File: src/rtl/mux_arb_reg.sv
// N-channel registered multiplexer with valid/ready on every port.
// Channel choice is either a fixed select index or a round-robin arbiter.
module mux_arb_reg #(
  parameter int W    = 16,
  parameter int N    = 4,
  parameter int SELW = 2
) (
  input  logic            clk,
  input  logic            rst_n,
  input  logic            mode,
  input  logic [SELW-1:0] sel,
  input  logic [N*W-1:0]  in_data,
  input  logic [N-1:0]    in_valid,
  output logic [N-1:0]    in_ready,
  output logic [W-1:0]    out_data,
  output logic [SELW-1:0] out_chan,
  output logic            out_valid,
  input  logic            out_ready
);

  localparam logic [SELW:0]   N_EXT = (SELW+1)'(N);
  localparam logic [SELW-1:0] LAST  = SELW'(N - 1);
  localparam logic [N-1:0]    ONE   = N'(1);

  logic [W-1:0]    out_data_q, out_data_d;
  logic [SELW-1:0] out_chan_q, out_chan_d;
  logic            out_valid_q, out_valid_d;
  logic [SELW-1:0] rr_ptr_q, rr_ptr_d;

  logic            load_en_s;
  logic            grant_any_s;
  logic [SELW-1:0] grant_idx_s;
  logic [N-1:0]    grant_s;
  logic            xfer_s;
  logic [SELW:0]   cand_s;

  // Grant selection: first valid channel from rr_ptr (wrapping at N), or the sel channel.
  always_comb begin
    grant_any_s = 1'b0;
    grant_idx_s = '0;
    cand_s      = '0;
    if (mode) begin
      for (int k = 0; k < N; k++) begin
        cand_s = {1'b0, rr_ptr_q} + (SELW+1)'(k);
        if (cand_s >= N_EXT) begin
          cand_s = cand_s - N_EXT;
        end else begin
          cand_s = cand_s;
        end
        if (!grant_any_s && in_valid[cand_s[SELW-1:0]]) begin
          grant_any_s = 1'b1;
          grant_idx_s = cand_s[SELW-1:0];
        end else begin
          grant_any_s = grant_any_s;
        end
      end
    end else begin
      // An out-of-range sel simply matches no channel.
      for (int i = 0; i < N; i++) begin
        if (sel == SELW'(i) && in_valid[i]) begin
          grant_any_s = 1'b1;
          grant_idx_s = SELW'(i);
        end else begin
          grant_any_s = grant_any_s;
        end
      end
    end
  end

  // Handshake qualification against the output register occupancy.
  always_comb begin
    load_en_s = !out_valid_q || out_ready;
    grant_s   = grant_any_s ? (ONE << grant_idx_s) : '0;
    xfer_s    = grant_any_s && load_en_s;
    if (rst_n && load_en_s) begin
      in_ready = grant_s;
    end else begin
      in_ready = '0;
    end
  end

  // Next-state for the output register and round-robin pointer.
  always_comb begin
    out_data_d  = out_data_q;
    out_chan_d  = out_chan_q;
    out_valid_d = out_valid_q;
    rr_ptr_d    = rr_ptr_q;
    if (xfer_s) begin
      out_data_d  = in_data[grant_idx_s*W +: W];
      out_chan_d  = grant_idx_s;
      out_valid_d = 1'b1;
      if (mode) begin
        rr_ptr_d = (grant_idx_s == LAST) ? '0 : grant_idx_s + SELW'(1);
      end else begin
        rr_ptr_d = rr_ptr_q;
      end
    end else if (out_ready) begin
      out_valid_d = 1'b0;
    end else begin
      out_valid_d = out_valid_q;
    end
  end

  // State register with asynchronous reset.
  always_ff @(posedge clk or negedge rst_n) begin
    if (!rst_n) begin
      out_data_q  <= '0;
      out_chan_q  <= '0;
      out_valid_q <= 1'b0;
      rr_ptr_q    <= '0;
    end else begin
      out_data_q  <= out_data_d;
      out_chan_q  <= out_chan_d;
      out_valid_q <= out_valid_d;
      rr_ptr_q    <= rr_ptr_d;
    end
  end

  assign out_data  = out_data_q;
  assign out_chan  = out_chan_q;
  assign out_valid = out_valid_q;

endmodule
File: config.mk
export PLATFORM = sky130hd
export DESIGN_NAME = mux_arb_reg
export DESIGN_NICKNAME = d
export VERILOG_FILES = /design/src/rtl/mux_arb_reg.sv
export SDC_FILE = /design/constraint.sdc
export NUM_CORES = 1
export LEC_CHECK = 0
export CORE_AREA = 2 2 68 83
export DETAILED_ROUTE_END_ITERATION = 10
export DIE_AREA = 0 0 70 85
export HOLD_SLACK_MARGIN = 0.02
export PLACE_DENSITY = 0.78
export SYNTH_ARGS = -nofsm -noshare
export SYNTH_HDL_FRONTEND = slang
export SYNTH_SLANG_ARGS = --single-unit
File: constraint.sdc
create_clock -name clk -period 2.32 [get_ports clk]
set_input_delay 0.464 -clock clk [delete_from_list [all_inputs] [get_ports clk]]
set_output_delay 0.464 -clock clk [all_outputs]
set_load 0.1 [all_outputs]
* Yosys cells after proc, flatten, opt, wreduce, memory -nomap -nowiden
Cells that the tools add are included.
** Storage, ports and cells
- Flip-flop bits (word level) :: 21
- Latch bits :: 0
- RAM bits :: 0
- Bits in read-only memories :: 0
- Bits of input ports :: 74
- Output and inout bits :: 23
- Word-level logic and storage cells :: 84
- Memories kept :: 0
** Cells by class
- Add/subtract/negate cells :: 8
- Multiply operators :: 0
- Div/mod/pow operators :: 0
- $lt $le $gt $ge :: 8
- Equal/unequal tests :: 4
- Shift-type cells :: 2
- Multiplexer cells :: 41
- Bitwise logic cells :: 0
- Reductions and logical operators :: 17
** Operator list (count)
- 64-bit by 7-bit indexed part select with 16-bit output :: 1
- 2-bit 2-to-1 mux :: 16
- 1-bit 2-to-1 mux :: 19
- 2-bit by 3-bit less-than comparator with 1-bit output (second input constant) :: 4
- 3-bit >= comparator (second input constant) :: 3
- 1-bit logical AND :: 9
- 1-bit binary-select mux with 2-bit select :: 4
- 4-bit 2-to-1 mux :: 2
- 2-bit by 1-bit subtractor with 2-bit output (second input constant) :: 4
- 2-bit by 2-bit adder with 3-bit output (second input constant) :: 2
- 2-bit == test (second input constant) :: 3
- 1-bit zero test :: 4
- 1-bit by 2-bit << shifter with 4-bit output (first input constant) :: 1
- 2-bit by 1-bit adder with 3-bit output (second input constant) :: 1
- 2-bit by 3-bit >= comparator with 1-bit output (second input constant) :: 1
- 2-bit by 1-bit adder with 2-bit output (second input constant) :: 1
- 2-bit by 1-bit == test with 1-bit output (second input constant) :: 1
- 2-bit zero test :: 1
- 2-bit AND reduction :: 1
- 2-bit nonzero test :: 1
- 1-bit logical OR :: 1

* Longest topological paths before layout
- Depth after elaboration :: 22
- Mapped depth :: 7
- Gate-level depth less buffers :: 6

* Least setup slack after synthesis
No wires, ideal clock.
- Path kind :: input-to-output
- Start point :: input sel[0]
- End point :: output in_ready[0]
- Data arrival time :: 2.286 ns
- Required time :: 1.856 ns
- Slack :: -0.430 ns
- Cell stages on the path :: 7
- Path buffers :: 1
- Path through :: mux2_2 -> nand3b_1 -> o31ai_4 -> buf_4 -> inv_1 -> ha_1 -> and3_1
** On the way
- Elaborated cells between the ends (all ways) :: 20
- Those cells by class :: 3 x eq/ne; 1 x shift; 11 x mux; 5 x reduce/logical
** RTL lines
- from (decl) :: line 11 : input logic [SELW-1:0] sel,
- 2-bit == test :: line 60 : if (sel == SELW'(i) && in_valid[i]) begin
- 1-bit logical AND :: line 60
- 2-bit 2-to-1 mux :: line 60
- 2-bit 2-to-1 mux * :: line 60
- 2-bit 2-to-1 mux * :: line 42 : if (mode) begin
- via grant_idx_s[1] :: line 32 : logic [SELW-1:0] grant_idx_s;
- 1-bit by 2-bit << shifter with 4-bit output * :: line 73 : grant_s = grant_any_s ? (ONE << grant_idx_s) : '0;
- 4-bit 2-to-1 mux * :: line 73
- 4-bit 2-to-1 mux * :: line 75 : if (rst_n && load_en_s) begin
- to (decl) :: line 14 : output logic [N-1:0] in_ready,
The timed path passes the listed nets; every way through them passes the cells marked *.

* Final worst setup path
- Start point :: register rr_ptr_q[1]
- End point :: output in_ready[1]
** On the way
- Word-level cells in the longest chain between the ends :: 22
- Elaborated cells between the ends (all ways) :: 49
- Those cells by class :: 7 x add/sub; 4 x order compare; 1 x shift; 31 x mux; 6 x reduce/logical
** RTL lines
- from (decl) :: line 28 : logic [SELW-1:0] rr_ptr_q, rr_ptr_d;
- from (signal assigned) :: line 115 : rr_ptr_q <= rr_ptr_d;
- 2-bit by 3-bit >= comparator with 1-bit output / 2-bit by 1-bit subtractor with 2-bit output (equally long branches) :: line 45, 46
- 2-bit 2-to-1 mux :: line 45 : if (cand_s >= N_EXT) begin
- 2-bit 2-to-1 mux :: line 42
- 1-bit binary-select mux with 2-bit select :: line 50 : if (!grant_any_s && in_valid[cand_s[SELW-1:0]]) begin
- 1-bit 2-to-1 mux (not written as such) :: line 50
- 1-bit 2-to-1 mux :: line 50
- 1-bit 2-to-1 mux :: line 42
- 1-bit zero test :: line 50
- [... 6 more ...]
- 1-bit 2-to-1 mux :: line 42
- 1-bit zero test :: line 50
- 1-bit logical AND :: line 50
- 2-bit 2-to-1 mux :: line 50
- 2-bit 2-to-1 mux :: line 42
- 1-bit by 2-bit << shifter with 4-bit output :: line 73
- 4-bit 2-to-1 mux * :: line 73
- 4-bit 2-to-1 mux * :: line 75
Mark *: on every way between the ends. The rest lies on a longest branch, timed or not. The select of a mux whose other input is x is not followed.

==> flow_summary.json <==
{
  "leakage_nw": 1.225,
  "yosysTopAreaCellShare": 0.3024,
  "worst_hold_slack_ns": 0.4862,
  "post_drt_wl_per_cell_microns": 16.29,
  "worstSetupEndpointType": "output pin",
  "netlist_area_sq_um": 1738,
  "pre_cts_slack_ns": -0.4848,
  "io_buffers": 96,
  "layout-drive-gt1-share": 0.3542,
  "worst_pin_slew_ns": 0.3425,
  "drtIter0Drc": 89,
  "clockRootBuffer": "clkbuf_8",
  "period_share": 1.028,
  "cts_made_buffers": 3,
  "avgViaCountPerCell": 5.363,
  "maxSlewHeadroom": 0.7717,
  "p_per_area_nw_per_um2": 861.7,
  "worstPathArrival_ns": 1.92,
  "grt_max_degree": 33,
  "yosysWarnings": 0,
  "tritoncts": "yes",
  "die_h_microns": 85,
  "final.setup.worst_slack_ns": -0.06525,
  "stdcell_area_sq_um": 2999,
  "start_util": 0.3373,
  "nets": 367,
  "min_period_ns": 2.385,
  "placed_area_sq_um": 2825,
  "netlist_instances": 174,
  "grt_pass1_wl_microns": 9480,
  "insertion_delay_ns": 0.26,
  "syn_area_per_cell_sq_um": 9.988,
  "slew_violations": 0,
  "failed_checks": "negative setup slack",
  "synth.most_common_cell": "and2_1",
  "setup_viol": 4,
  "layout-area-overhead-vs-synth_pct": 72.57,
  "fmax_mhz": 419.2,
  "grt_pass1_vias": 1870,
  "hold_buffers": 0,
  "firstDrtPassIters": 4,
  "multi_input_area_sq_um": 1172,
  "maxCapViolCount": 0,
  "place.gp.congestion": 0.8344,
  "synth_common_cells": "and2_1, dfrtp_1, nand2_1",
  "holdCritPathClass": "reg2reg",
  "routed_wl_microns": 5701,
  "rows": 29,
  "critPathMaxFanout": 6,
  "cts.htree.levels": 1,
  "synthArstFlopShare": 1.000,
  "ir_drop_mv": 0.3554,
  "synth-edff-count": 0,
  "synth_largest_area_cell": "dfrtp_1",
  "fin_cells": 350,
  "power_mw": 2.584,
  "num_io_pins": 97,
  "path_class": "reg2out",
  "dp.final_hpwl_microns": 4262,
  "placedCellCount": 336,
  "globalRouteOverflowTotal": 0,
  "grtUsageTotal": 0.1948,
  "skew_ns": 0.006507,
  "antenna_found_initial": 0,
  "ys_ff_latch": 21,
  "drc": 0,
  "clk_pin_slew_ns": 0.08,
  "timing.final.hold_violations": 0,
  "dieWidth_microns": 70,
  "status": "complete, but fails checks",
  "nFillCells": 468,
  "dieArea_sq_um": 5950,
  "ys_types": 34,
  "ys_seq_area_frac": 0.3024,
  "clock_sinks": 21,
  "seqCellArea_sq_um": 526.8,
  "coreArea_sq_um": 5152,
  "cts_max_path_buffers": 2,
  "critPathLaunchType": "flip-flop",
  "num_antenna_cells": 0,
  "ant_nets": 0,
  "vias": 1877,
  "synthesis.nets": 252,
  "rsz0062_at_grt": "yes",
  "critPathRequiredTime_ns": 1.86,
  "ys.flop_type": "dfrtp_1",
  "synthTopCellsByArea": "dfrtp_1, a221oi_2, and2_1"
}
## logic make-up after synthesis
| family | synth area share |
|---|---|
| buffers and inverters | 0.06983 |
| adder cells (fa/ha/maj) | 0.02880 |
| flip-flops | 0.3024 |
| AO/OA/AOI/OAI | 0.3240 |
| AND/OR/NAND/NOR | 0.2145 |
| multiplexers | 0.06047 |
## worst max-delay path, stage by stage (launching register included)
cell and delay, ns:
dfrtp_2 0.45, or2b_1 0.26, mux2i_4 0.19, o31ai_4 0.13, inv_2 0.10, ha_2 0.17, and3_4 0.20, buf_12 0.17
## power breakdown
| group | switching, mW | total [mW] | leakage (nW) | internal (mW) |
|---|---|---|---|---|
| clock | 0.118 | 0.240 | 0.0228 | 0.122 |
| sequential | 0.0834 | 0.565 | 0.252 | 0.482 |
| combinational | 1.20 | 1.78 | 0.950 | 0.576 |
| total | 1.40 | 2.58 | 1.22 | 1.18 |
## flip-flops by register name, summed over array words and instances, names as in the netlist
signal	count
out_valid	1
rr_ptr_q	2
out_data	16
out_chan	2
## layer usage
layer  vias to the layer above  global-route usage  part of all wire
met2                        56              0.3567              0.54
met4                         0             0.04545             0.012
li1                        897                   -                 -
met3                         6             0.02613             0.041
met1                       918              0.2417              0.41
met5                         -                   0                 0
## cell type report
| class | count | share of cell area |
|---|---|---|
| repair buffers | 126 | 0.3901 |
| flip-flops and latches | 21 | 0.1756 |
| multi-input cells | 135 | 0.3909 |
| well taps | 62 | 0.02587 |
| clock buffers | 4 | 0.01502 |
| inverters | 2 | 0.002503 |
## per-stage QoR
step                        util  setup TNS (ns)
final                     0.5821         -0.1518
after global routing      0.5821         -0.4518
after CTS                 0.5748        -0.07829
after detailed placement  0.5483          -6.949
after global placement    0.5483          -5.892
after floorplan                -               0
## timing repair
| action | 4_1_cts | 5_1_grt |
|---|---|---|
| pin swaps | 8 | 2 |
| resized for setup | 30 | 12 |
| endpoints found under the setup margin | 14 | 15 |
| setup buffers | 10 | 0 |
| endpoints found under the hold margin | 0 | 0 |
## cells in the final DEF (no fill, tap or decap), drive strengths merged
| master | count |
|---|---|
| a211oi | 1 |
| a21boi | 1 |
| a21oi | 1 |
| a221oi | 31 |
| and2 | 31 |
| and3 | 4 |
| buf | 56 |
| clkbuf | 5 |
| clkdlybuf4s15 | 2 |
| clkdlybuf4s50 | 66 |
| dfrtp | 21 |
| dlygate4sd2 | 1 |
| ha | 4 |
| inv | 2 |
| mux2 | 4 |
| mux2i | 3 |
| mux4 | 1 |
| nand2 | 20 |
| nand2b | 4 |
| nand3b | 3 |
| nor2b | 1 |
| o211ai | 1 |
| o21ai | 4 |
| o311a | 1 |
| o31ai | 17 |
| or2b | 1 |
| or3 | 1 |
| or4 | 1 |
## worst paths after layout
| check | cells after the start | to | slack, ns | startpoint |
|---|---|---|---|---|
| worst max-delay path | 7 | in_ready[1] | -0.07 | rr_ptr_q[1]$_DFFE_PN0P_ |
| worst min-delay path | 2 | out_data[9]$_DFFE_PN0P_ | 0.49 | out_data[9]$_DFFE_PN0P_ |
| worst max register to register | 6 | out_data[6]$_DFFE_PN0P_ | 0.30 | rr_ptr_q[0]$_DFFE_PN0P_ |
| worst min register to register | 2 | out_data[9]$_DFFE_PN0P_ | 0.49 | out_data[9]$_DFFE_PN0P_ |
| max in group asynchronous | 2 | rr_ptr_q[1]$_DFFE_PN0P_ | 1.36 | rst_n |
| min in group asynchronous | 2 | out_data[5]$_DFFE_PN0P_ | 0.73 | rst_n |
Note: power is estimated with default switching activity, not from simulation.
